[src/rtl/maxnet_iterator.sv]
// Iterative MaxNet winner-take-all engine: four activations inhibit each other once per clock
// until the downstream combinational decoder reports a single survivor, all decay to zero, or the limit hits.
module maxnet_iterator #(
    parameter int unsigned W         = 5,
    parameter int unsigned EPS_SHIFT = 3,
    parameter int unsigned MAX_ITER  = 63,
    parameter int unsigned ITER_W    = 6
) (
    input  logic              clk,
    input  logic              rst,
    input  logic              start,
    input  logic [W-1:0]      x1,
    input  logic [W-1:0]      x2,
    input  logic [W-1:0]      x3,
    input  logic [W-1:0]      x4,
    output logic [W-1:0]      a1,
    output logic [W-1:0]      a2,
    output logic [W-1:0]      a3,
    output logic [W-1:0]      a4,
    input  logic              dec_done,
    input  logic [1:0]        dec_idx,
    output logic              busy,
    output logic              result_valid,
    output logic [1:0]        winner_idx,
    output logic              no_winner,
    output logic              timeout,
    output logic [ITER_W-1:0] iter_count,
    input  logic              ack
);

    typedef enum logic [1:0] {S_IDLE, S_ITER, S_DONE} state_t;

    state_t              r_state;
    state_t              w_state_nxt;
    logic [W-1:0]        r_a [4];
    logic [1:0]          r_winner;
    logic                r_no_winner;
    logic                r_timeout;
    logic [ITER_W-1:0]   r_iter;

    logic [W-1:0]        w_x     [4];
    logic [W-1:0]        w_a_upd [4];
    logic [W+1:0]        w_sum   [4];
    logic [W+1:0]        w_inh   [4];
    logic [W+1:0]        w_total;
    logic                w_all_zero;
    logic                w_at_limit;

    assign w_x[0] = x1;
    assign w_x[1] = x2;
    assign w_x[2] = x3;
    assign w_x[3] = x4;

    // Sum of the other three is total minus self; W+2 bits holds 4*(2^W-1) without overflow.
    always_comb begin
        w_total    = {2'b00, r_a[0]} + {2'b00, r_a[1]} + {2'b00, r_a[2]} + {2'b00, r_a[3]};
        w_all_zero = (w_total == '0);
        w_at_limit = (r_iter == ITER_W'(MAX_ITER));
        for (int unsigned i = 0; i < 4; i++) begin
            w_sum[i] = w_total - {2'b00, r_a[i]};
            w_inh[i] = w_sum[i] >> EPS_SHIFT;
            if ((w_sum[i] != '0) && (w_inh[i] == '0))
                w_inh[i] = (W+2)'(1);
            w_a_upd[i] = ({2'b00, r_a[i]} > w_inh[i]) ? (r_a[i] - w_inh[i][W-1:0]) : '0;
        end
    end

    always_ff @(posedge clk or posedge rst) begin
        if (rst) r_state <= S_IDLE;
        else     r_state <= w_state_nxt;
    end

    always_comb begin
        w_state_nxt = r_state;
        case (r_state)
            S_IDLE: if (start) w_state_nxt = S_ITER;
            S_ITER: if (dec_done || w_all_zero || w_at_limit) w_state_nxt = S_DONE;
            S_DONE: if (ack) w_state_nxt = S_IDLE;
            default: w_state_nxt = S_IDLE;
        endcase
    end

    always_ff @(posedge clk or posedge rst) begin
        if (rst) begin
            for (int unsigned i = 0; i < 4; i++) r_a[i] <= '0;
            r_winner    <= '0;
            r_no_winner <= 1'b0;
            r_timeout   <= 1'b0;
            r_iter      <= '0;
        end else begin
            case (r_state)
                S_IDLE: begin
                    if (start) begin
                        for (int unsigned i = 0; i < 4; i++) r_a[i] <= w_x[i];
                        r_winner    <= '0;
                        r_no_winner <= 1'b0;
                        r_timeout   <= 1'b0;
                        r_iter      <= '0;
                    end
                end
                S_ITER: begin
                    if (dec_done) begin
                        r_winner <= dec_idx;
                    end else if (w_all_zero) begin
                        r_no_winner <= 1'b1;
                    end else if (w_at_limit) begin
                        r_timeout <= 1'b1;
                    end else begin
                        for (int unsigned i = 0; i < 4; i++) r_a[i] <= w_a_upd[i];
                        r_iter <= r_iter + 1'b1;
                    end
                end
                default: ;
            endcase
        end
    end

    assign a1           = r_a[0];
    assign a2           = r_a[1];
    assign a3           = r_a[2];
    assign a4           = r_a[3];
    assign busy         = (r_state == S_ITER);
    assign result_valid = (r_state == S_DONE);
    assign winner_idx   = r_winner;
    assign no_winner    = r_no_winner;
    assign timeout      = r_timeout;
    assign iter_count   = r_iter;

endmodule

[config.mk]
export PLATFORM = sky130hd
export DESIGN_NAME = maxnet_iterator
export DESIGN_NICKNAME = d
export VERILOG_FILES = /design/src/rtl/maxnet_iterator.sv
export SDC_FILE = /design/constraint.sdc
export NUM_CORES = 1
export LEC_CHECK = 0
export CORE_UTILIZATION = 40
export CTS_CLUSTER_SIZE = 28
export DETAILED_ROUTE_END_ITERATION = 6
export GPL_TIMING_DRIVEN = 0
export PLACE_DENSITY_LB_ADDON = 0.08
export SYNTH_ARGS = -nofsm -noshare
export SYNTH_HDL_FRONTEND = slang
export SYNTH_SLANG_ARGS = --single-unit
[constraint.sdc]
create_clock -name clk -period 5 [get_ports clk]
set_clock_uncertainty 0.1 [all_clocks]
set_input_delay 1 -clock clk [delete_from_list [all_inputs] [get_ports clk]]
set_output_delay 1 -clock clk [all_outputs]
set_load 0.01 [all_outputs]
Word level (Yosys, flattened, before mapping)
Cells that the tools add are included.
W data, S select, Z words.
{ "op_classes": {"n_addsub": 12, "n_lt_le_gt_ge": 4, "n_eq_ne": 12, "muxes": 33, "n_reduce_logical": 22} }
{ "ops": {"columns": ["cell", "count"], "rows": [
  ["$mux W20", 4],
  ["$pmux W20 S2", 1],
  ["$logic_not A7 Y1", 5],
  ["$reduce_bool A7 Y1", 4],
  ["$sub A7 B5 Y7", 4],
  ["$mux W6", 4],
  ["$gt A5 B4 Y1", 4],
  ["$mux W5", 4],
  ["$sub A5 B4 Y5", 4],
  ["$mux W4", 4],
  ["$pmux W6 S2", 1],
  ["$mux W2", 5],
  ["$ne A2 B2 Y1 const B", 5],
  ["$reduce_and A5 Y1", 2],
  ["$ne A2 B1 Y1 const B", 4],
  ["$add A6 B5 Y7", 1],
  ["$add A7 B5 Y7", 1],
  ["$add A5 B5 Y6", 1],
  ["$add A6 B1 Y6 const B", 1],
  ["$eq A6 B6 Y1 const B", 1],
  ["$mux W1", 6],
  ["$pmux W2 S3", 1],
  ["$reduce_and A3 Y1", 2],
  ["$logic_and A1 B1 Y1", 4],
  ["other kinds (8)", 10]
]} }
{ "word_totals": {"regBits": 32, "input_bits": 27, "output_inout_bits": 32} }

Depth between registers and ports, before layout
{ "logic_depth": {"word_depth": 13, "depth_mapped": 23, "ltp_nobuf": 23} }

Least setup slack after synthesis
OpenSTA, ideal clock, no wires.
{ "synth_timing": {"kind": "register -> register", "from": "register r_a (netlist bit a2[1])", "to": "register r_a (netlist bit a3[4])", "setup_ns": 0.087, "t_arrival_ns": 4.901, "required_ns": 4.813, "setup_slack_ns": -0.087, "path_stages_with_launch": 23, "path_cell_list": "dfrtp_1 inv_1 fa_1 fa_1 inv_1 ha_1 fa_1 xor2_1 ha_1 nor2b_1 o21ai_0 nor3b_1 xnor2_1 a41o_1 ha_1 inv_1 fa_1 a21o_1 a21oi_1 nand4_1 o21ai_0 nand3_1 o211ai_1"} }
{ "synth_via": {"elab_chain_len": 13} }
{ "synth_rtl": {"columns": ["item", "line", "text"], "rows": [
  ["from (decl)", "35", "logic [W-1:0] r_a [4];"],
  ["$add A5 B5 Y6 (*)", "56", "w_total = {2'b00, r_a[0]} + {2'b00, r_a[1]} + {2'b00, r_a[2]} + {2'b00, r_a[3]};"],
  ["$add A6 B5 Y7 (*)", "56", null],
  ["$add A7 B5 Y7 (*)", "56", null],
  ["$sub A7 B5 Y7", "60", "w_sum[i] = w_total - {2'b00, r_a[i]};"],
  ["$reduce_bool A7 Y1 / $logic_not A7 Y1 (equally long branches)", "62", "if ((w_sum[i] != '0) && (w_inh[i] == '0))"],
  ["$logic_and A1 B1 Y1", "62", null],
  ["$mux W4", "62", null],
  ["$sub A5 B4 Y5 / $gt A5 B4 Y1 (equally long branches)", "64", "w_a_upd[i] = ({2'b00, r_a[i]} > w_inh[i]) ? (r_a[i] - w_inh[i][W-1:0]) : '0;"],
  ["$mux W5", "64", null],
  ["$mux W20", "106", "end else if (w_at_limit) begin"],
  ["$mux W20", "104", "end else if (w_all_zero) begin"],
  ["$mux W20", "102", "if (dec_done) begin"],
  ["$pmux W20 S2", "91", "case (r_state)"]
]} }
Mark *: on every way between the ends. The rest lies on a longest branch, timed or not. The select of a mux whose other input is x is not followed.
A chain may end at the register's enable or synchronous reset.

Worst setup path after layout
{ "layout_timing": {"from": "register r_a (netlist bit a1[1])", "to": "register r_a (netlist bit a2[4])"} }
The elaborated chain is that of the path after synthesis.

==> metrics.txt <==
status=complete, but fails checks; failing checks=design-rule violations, negative setup slack; biggest fanout along the worst timing path=5; post-synthesis area per instance=between 8 and 9 um2; clock tree from TritonCTS=done; data arrival at the endpoint of the critical path=about 5.2 ns; number of antenna violations at the first check in global routing=0; post-layout util=0.569; slew of the pin with the lowest slew margin=roughly 0.8 ns; maximum number of pins on one net before global-route repair=33; pre-CTS worst setup slack=-0.634 ns; first-pass GRT wire length=between 15000 and 20000 um; number of buffers on the longest clock path=2; root buffer cell=sky130_fd_sc_hd__clkbuf_8; overall die width=approximately 98 um; vias=about 3500; number of nets in the finished design=596; Core Region=about 0.009 mm2; start-to-end type of the worst setup path=reg -> reg; largest cells by area after synthesis=sky130_fd_sc_hd__dfrtp_1, sky130_fd_sc_hd__ha_1, sky130_fd_sc_hd__fa_1; Post-synth top flop=sky130_fd_sc_hd__dfrtp_1; kind of launch point of the worst setup path=flip-flop; number of port buffers=between 50 and 60; min Tclk post-route=between 5 and 6 ns; average wire length per cell after detail routing=approximately 18 um; Rel. slew slack=0.455; share of post-route cells with drive strength above 1=0.227; final antenna-violating net count=0; number of distinct library cell variants in the gate-level netlist after synthesis=55; worst path setup slack after routing=-0.0927 ns; count of final hold-check violations=0; yosys warns=0; drt pass-1 iters=7; number of clock sinks=32; Cell Area, Synth=0.00366 mm2; FFs w/ async S/R, synth=1.00; DRT iter0 DRCs=roughly 180; routability congestion estimate=about 0.85; post-synthesis net count=506; layout overhead on the synthesized area=37.0%; number of global-route vias before repair=between 3000 and 4000; number of buffers inserted during clock tree synthesis=5; DRC violations left=4; sequential fraction of the synthesis area=0.219; synthesized flop and latch total=32; FP Rows=34; final worst-path cycle share=1.02; classification of the worst-slack hold path=reg -> reg; number of max-cap violations=0; most frequent standard cell in the layout excluding fill and tap cells=sky130_fd_sc_hd__clkdlybuf4s50_1; die footprint=around 0.0095 mm2; insertion delay to the later sink of the worst-skew pair=roughly 0.3 ns; register clock-pin slew on the reported worst setup and hold paths=0.08 ns; Hold Path Origin=timeout$_DFFE_PP0P_; number of synthesized flops with an enable pin=0; DP Wirelength=about 7600 um; Critical Path Source=a1[1]$_DFFE_PP0P_; CP Capture Type=flip-flop; FF-to-FF Start=a1[1]$_DFFE_PP0P_; setup repair after global routing missed its margin=true; post-route cell area=between 0.005 and 0.006 mm2; timing-limited maximum frequency=196 MHz; I/O pin count=59; antenna diode instance count=0; endpoint required time on the critical path=approximately 5.1 ns; gr ovfl total=0; top-area cell type share of the netlist area=0.219; number of setup violations in the final report=3; max-slew violation count=0; cell count after synthesis=about 420; Vias/cell=roughly 5.7; cell area after placement=approximately 0.0044 mm2; Total Routed Length=10800 um; Initial Utilization=0.416; post-synth top area cell=sky130_fd_sc_hd__dfrtp_1; most used cells in the layout excluding fill and tap cells=sky130_fd_sc_hd__clkdlybuf4s50_1, sky130_fd_sc_hd__inv_1, sky130_fd_sc_hd__ha_1; GRT Util Overall=0.233; depth of the CTS H-tree=2; y dimension of the die=between 90 and 100 um; Total Negative Setup Slacks=-0.210 ns
[cell usage after synthesis (11+ instances only)]
library cell / count
sky130_fd_sc_hd__nor2b_1: 11
sky130_fd_sc_hd__inv_1: 51
sky130_fd_sc_hd__nand2_1: 19
sky130_fd_sc_hd__a21oi_1: 36
sky130_fd_sc_hd__a221oi_1: 12
sky130_fd_sc_hd__nand3_1: 12
sky130_fd_sc_hd__o21ai_0: 18
sky130_fd_sc_hd__fa_1: 18
sky130_fd_sc_hd__ha_1: 46
sky130_fd_sc_hd__xnor2_1: 15
sky130_fd_sc_hd__nor2_1: 27
sky130_fd_sc_hd__dfrtp_1: 32
sky130_fd_sc_hd__xor2_1: 11
[metal layers]
metal	part of all wire	GRT usage	vias to the layer above	wire (um)
met5	0	0	-	0
met4	0.016	0.0711	0	170
met3	0.047	0.0302	14	507
met2	0.48	0.388	95	5170
met1	0.46	0.312	1703	4940
li1	-	-	1676	-
[flip-flops by register name, summed over array words and instances, names as in the netlist]
| signal | flops |
|---|---|
| iter_count | 6 |
| a1 | 5 |
| a2 | 5 |
| a3 | 5 |
| a4 | 5 |
| r_state | 2 |
| winner_idx | 2 |
| no_winner | 1 |
| timeout | 1 |
[worst paths after layout]
| kind | cells past startpoint | slack [ns] | endpoint |
|---|---|---|---|
| min in group asynchronous | 2 | 1.06 | a4[0]$_DFFE_PP0P_ |
| hold / removal | 1 | 0.40 | timeout$_DFFE_PP0P_ |
| max in group asynchronous | 2 | 3.21 | a3[1]$_DFFE_PP0P_ |
| hold reg to reg | 1 | 0.40 | timeout$_DFFE_PP0P_ |
| setup / recovery | 22 | -0.09 | a2[4]$_DFFE_PP0P_ |
| setup reg to reg | 22 | -0.09 | a2[4]$_DFFE_PP0P_ |
[cell type report]
class	count	area, um2
well taps	108	135
fillers	827	3790
clock inverters	1	30.0
flip-flops and latches	32	805
multi-input cells	319	2910
plain buffers	11	65.1
clock buffers	7	96.3
repair buffers	83	769
inverters	53	206
[metrics by stage]
stage | cells | hold slack [ns]
finish | 614 | 0.405
global route | 614 | 0.417
CTS | 603 | 0.411
detailed placement | 580 | 0.387
global placement | 580 | 0.389
floorplan | 415 | 0.431
[timing repair]
item                                    in CTS  in global routing
hold buffers                                 0                  0
gates cloned                                 0                  0
pin swaps                                   30                 38
gates resized for setup                     42                 38
endpoints found under the setup margin      20                 20
setup buffers                               15                 12
[logic make-up after synthesis]
family                   count (synthesis)  synth area share
AO/OA/AOI/OAI                          129             0.251
AND/OR/NAND/NOR                        100             0.140
buffers and inverters                   64            0.0721
adder cells (fa/ha/maj)                 64             0.256
flip-flops                              32             0.219
XOR/XNOR                                26            0.0622
[critical path, cell delays in order (launching register included)]
cell and delay (ns):
sky130_fd_sc_hd__dfrtp_2 0.43, sky130_fd_sc_hd__inv_4 0.07, sky130_fd_sc_hd__fa_1 0.43, sky130_fd_sc_hd__fa_1 0.50, sky130_fd_sc_hd__inv_1 0.04, sky130_fd_sc_hd__ha_2 0.19
sky130_fd_sc_hd__fa_2 0.69, sky130_fd_sc_hd__ha_4 0.26, sky130_fd_sc_hd__o21a_1 0.17, sky130_fd_sc_hd__o31a_1 0.11, sky130_fd_sc_hd__o21a_1 0.18, sky130_fd_sc_hd__nor2_2 0.12
sky130_fd_sc_hd__xnor2_2 0.14, sky130_fd_sc_hd__a41o_1 0.22, sky130_fd_sc_hd__ha_2 0.19, sky130_fd_sc_hd__inv_2 0.04, sky130_fd_sc_hd__fa_2 0.34, sky130_fd_sc_hd__a21o_1 0.21
sky130_fd_sc_hd__a21oi_2 0.16, sky130_fd_sc_hd__nand4_1 0.10, sky130_fd_sc_hd__o21ai_1 0.09, sky130_fd_sc_hd__nand3_1 0.07, sky130_fd_sc_hd__o211ai_1 0.12
Power is not shown: default switching activity piles up to over one toggle a cycle in this logic, so the estimate is an artifact.
